## src/rtl/param_delay_pipe.sv

```systemverilog
// Parametrised WIDTH x DEPTH delay line with per-stage valid bits, a run-time output tap,
// global stall, synchronous flush and an optional simulation-only clock-to-out delay.
module param_delay_pipe #(
    parameter int WIDTH = 8,
    parameter int DEPTH = 4,
    parameter int TAP_W = $clog2(DEPTH),
    parameter int CNT_W = $clog2(DEPTH + 1),
    parameter int TCO   = 0
) (
    input  logic             clk,
    input  logic             reset_n,
    input  logic [WIDTH-1:0] d_in,
    input  logic             in_valid,
    input  logic             en,
    input  logic             flush,
    input  logic [TAP_W-1:0] tap_sel,
    output logic [WIDTH-1:0] q_out,
    output logic             out_valid,
    output logic [CNT_W-1:0] fill_cnt
);

    localparam int SLOTS = 1 << TAP_W;

    logic [WIDTH-1:0] stage [DEPTH];
    logic [DEPTH-1:0] vld;
    logic [DEPTH-1:0] vld_next;
    logic [CNT_W-1:0] cnt;
    logic [CNT_W-1:0] cnt_next;

    logic [WIDTH-1:0] tap_data [SLOTS];
    logic [SLOTS-1:0] tap_vld;
    logic [WIDTH-1:0] q_sel;
    logic             v_sel;

    // Valid bits and fill count share the flush > en priority with the data stages.
    always_comb begin
        vld_next = vld;
        if (flush) begin
            vld_next = '0;
        end else if (en) begin
            vld_next = {vld[DEPTH-2:0], in_valid};
        end
    end

    always_comb begin
        cnt_next = '0;
        for (int k = 0; k < DEPTH; k++) begin
            cnt_next = cnt_next + CNT_W'(vld_next[k]);
        end
    end

    always_ff @(posedge clk or negedge reset_n) begin
        if (!reset_n) begin
            for (int k = 0; k < DEPTH; k++) begin
                stage[k] <= '0;
            end
            vld <= '0;
            cnt <= '0;
        end else begin
            vld <= vld_next;
            cnt <= cnt_next;
            if (flush) begin
                for (int k = 0; k < DEPTH; k++) begin
                    stage[k] <= '0;
                end
            end else if (en) begin
                stage[0] <= d_in;
                for (int k = 1; k < DEPTH; k++) begin
                    stage[k] <= stage[k-1];
                end
            end
        end
    end

    // Pad the mux to a power of two; out-of-range taps alias the last stage.
    genvar i;
    for (i = 0; i < SLOTS; i++) begin : g_tap
        localparam int SRC = (i < DEPTH) ? i : DEPTH - 1;
        assign tap_data[i] = stage[SRC];
        assign tap_vld[i]  = vld[SRC];
    end

    assign q_sel    = tap_data[tap_sel];
    assign v_sel    = tap_vld[tap_sel];
    assign fill_cnt = cnt;

    if (TCO == 0) begin : g_no_tco
        assign q_out     = q_sel;
        assign out_valid = v_sel;
    end else begin : g_tco
        assign #(TCO) q_out     = q_sel;
        assign #(TCO) out_valid = v_sel;
    end

endmodule

```

## config.mk

```make
export PLATFORM = sky130hd
export DESIGN_NAME = param_delay_pipe
export DESIGN_NICKNAME = d
export VERILOG_FILES = /design/src/rtl/param_delay_pipe.sv
export SDC_FILE = /design/constraint.sdc
export NUM_CORES = 1
export LEC_CHECK = 0
export CORE_ASPECT_RATIO = 0.6
export CORE_MARGIN = 8
export CORE_UTILIZATION = 44
export CTS_CLUSTER_SIZE = 28
export DETAILED_ROUTE_END_ITERATION = 10
export GPL_ROUTABILITY_DRIVEN = 0
export PLACE_DENSITY_LB_ADDON = 0.3
export SYNTH_ARGS = -nofsm -noshare
export SYNTH_HDL_FRONTEND = slang
export SYNTH_SLANG_ARGS = --single-unit
export TNS_END_PERCENT = 5
```

## constraint.sdc

```tcl
create_clock -name clk -period 2.5 [get_ports clk]
set_input_delay 0.5 -clock clk [delete_from_list [all_inputs] [get_ports clk]]
set_output_delay 0.5 -clock clk [all_outputs]
set_load 0.05 [all_outputs]
```

==> summary.md <==
| Metric | Value |
|---|---|
| Status | `finished clean` |
| CTS sink count | `39` |
| Period utilisation layout | `a little over nine tenths` |
| Most frequent cells in the layout | `dfrtp_1 (39), mux2i_1 (36), nor2_1 (36), clkdlybuf4s50_1 (15), buf_4 (12)` |
| Busiest grt layer | `met2` |
| Slew margin rel. | `a little over two fifths` |
| First drt pass iteration count | `4` |
| Pleak | `roughly 1.1 nW` |
| Vias | `approximately 1100` |
| Fmax | `roughly 420 MHz` |
| Ant. Diodes | `0` |
| Sequential area share after synthesis | `a little over half` |
| Post-CTS sizing | `0` |
| Min Hold Slack | `between 300 and 400 ps` |
| Antenna violations before repair | `0` |
| Synthesized flop and latch total | `39` |
| Commonest non-fill, non-tap cell in the layout | `dfrtp_1` |
| Clock tree from TritonCTS | `yes` |
| Vias in the first global route | `approximately 1200` |
| Clk_skew | `around 6.3 ps` |
| Least-Margin Pin Slew | `around 850 ps` |
| GR Util met3 | `roughly 4.0%` |
| Layout cell share with drive strength beyond 1 | `~20%` |
| Post-Syn Area | `~1800 um2` |
| Smallest setup slack after layout | `between 100 and 150 ps` |
| Minimum clock period after layout | `between 2000 and 2500 ps` |
| HPWL Detailed | `between 2 and 2.5 mm` |
| Post-route ant nets | `0` |
| Initial Util | `about 45%` |
| Required time of the worst setup path | `2000 ps` |
| Drt total wl | `~3.4 mm` |
| WL per Instance | `16.05 um` |
| Die X-Extent | `roughly 100 um` |
| Clk root buf | `clkbuf_8` |
| Pins Over Slew Limit | `0` |
| Die ar. | `between 6000 and 7000 um2` |
| Mapped Cells | `133` |
| Max-Cap Viols | `0` |
| Worst setup SP type | `input port` |
| PortBufs | `26` |
| First-pass GRT wire length | `~5.7 mm` |
| Grt total ovfl | `0` |
| Yosys warning count | `0` |
| Largest fanout on the critical path | `9` |
| Syn Area/Cell | `approximately 13 um2` |
| Pwr Total | `1.366 mW` |
| Endpoints failing hold | `0` |
| Syn Nets | `~150` |
| Final setup fails | `0` |
| Met2 GRT Util | `~17%` |
| Crit path DAT | `1880 ps` |
| R2r endpoint | `fill_cnt[1]` |
| # nets final | `approximately 180` |
| Met1 Track Usage GR | `between 10 and 15%` |
| Vias per Instance | `5.142` |
| Core area | `4009 um2` |
| Pwr Density | `approximately 630 nW/um2` |
| Peak VDD IR | `between 0.3 and 0.4 mV` |
| I/O Pins | `27` |
| Hold_buf cts | `0` |
| DRC | `0` |
| Area grow syn2layout | `21.00%` |
| CTS HTree Levels | `2` |
| Worst slack at placement | `106.0 ps` |
| Pin count of the biggest net entering global routing | `40` |
| # rows | `18` |
| Critical Path End Type | `output pin` |
| Reg2reg start | `tap_vld[0]` |
| Reg2Reg Depth | `5` |
| Iter 0 DRT Violations | `34` |
| Total track usage | `11.28%` |
| Clk slew on worst S/H paths | `around 70 ps` |
| Yosys cell types | `10` |
| Die Y | `~65 um` |
| Hold Crit Class | `in2async` |
| RSZ-0062 raised after global routing | `false` |
| CTS buffer count | `5` |
| Crit path kind | `in2out` |
| Setup_tns | `0 ps` |
| Setup Buffers After CTS | `0` |
| Clock buffer depth | `2` |
| Clock Latency Late Sink | `between 200 and 300 ps` |
| Reg2Reg Setup Slack | `a little over 800 ps` |
flip-flops by register name (all words and copies together) (netlist names):
name	flops
fill_cnt	3
stage	32
tap_vld	4
critical path, stage by stage:
cell             delay, ps
clkdlybuf4s50_1        500
buf_12                 160
mux4_2                 510
buf_4                  210
cell usage after synthesis (all sizes together):
cell	n	area share, %
buf	8	3.6
clkbuf	2	0.56
dfrtp	39	54
fa	1	1.1
ha	2	1.4
mux2i	36	20
mux4	9	11
nor2	36	7.5
how the worst max path moves through the flow:
| stage | endpoint | cells past startpoint | slack, ps | from |
|---|---|---|---|---|
| after floorplan | fill_cnt[1] | 7 | 370 | en |
| after global placement | q_out[6] | 4 | 100 | tap_sel[0] |
| after detailed placement | q_out[6] | 4 | 110 | tap_sel[0] |
| after CTS | q_out[6] | 4 | 110 | tap_sel[0] |
| after global routing | q_out[4] | 4 | 90 | tap_sel[0] |
| final | q_out[6] | 4 | 120 | tap_sel[0] |
stage by stage:
stage	instances	utilization, %	instance area (um2)
6_report	211	54.12	2170
3_3_place_gp	203	51.19	2052
5_1_grt	211	54.12	2170
2_1_floorplan	133	-	1793
3_5_place_dp	203	51.19	2052
4_1_cts	211	54.12	2170
where the power goes:
| part | switching (mW) | leakage [nW] | total, mW | internal, mW |
|---|---|---|---|---|
| Clock | 0.217 | 0.0612 | 0.540 | 0.323 |
| Combinational | 0.0923 | 0.496 | 0.164 | 0.0718 |
| Sequential | 0.0132 | 0.535 | 0.662 | 0.649 |
| Total | 0.323 | 1.09 | 1.37 | 1.04 |
cell families after synthesis:
kind of cell             share of synthesized area (%)
adder cells (fa/ha/maj)                          2.512
buffers and inverters                            4.117
flip-flops                                       54.43
multiplexers                                     31.40
AND/OR/NAND/NOR                                  7.537
per-layer routing:
layer	vias up	share of wire (%)
met4	0	1.4
met5	-	0
li1	511	-
met3	8	4.7
met1	537	50
met2	29	44
area by class of cell:
class | instances | area (um2)
clock buffers | 6 | 82.58
well taps | 50 | 62.56
repair buffers | 30 | 270.3
fillers | 356 | 1839
flip-flops and latches | 39 | 975.9
clock inverters | 2 | 35.03
multi-input cells | 84 | 743.2
Note: power is estimated with default switching activity, not from simulation.
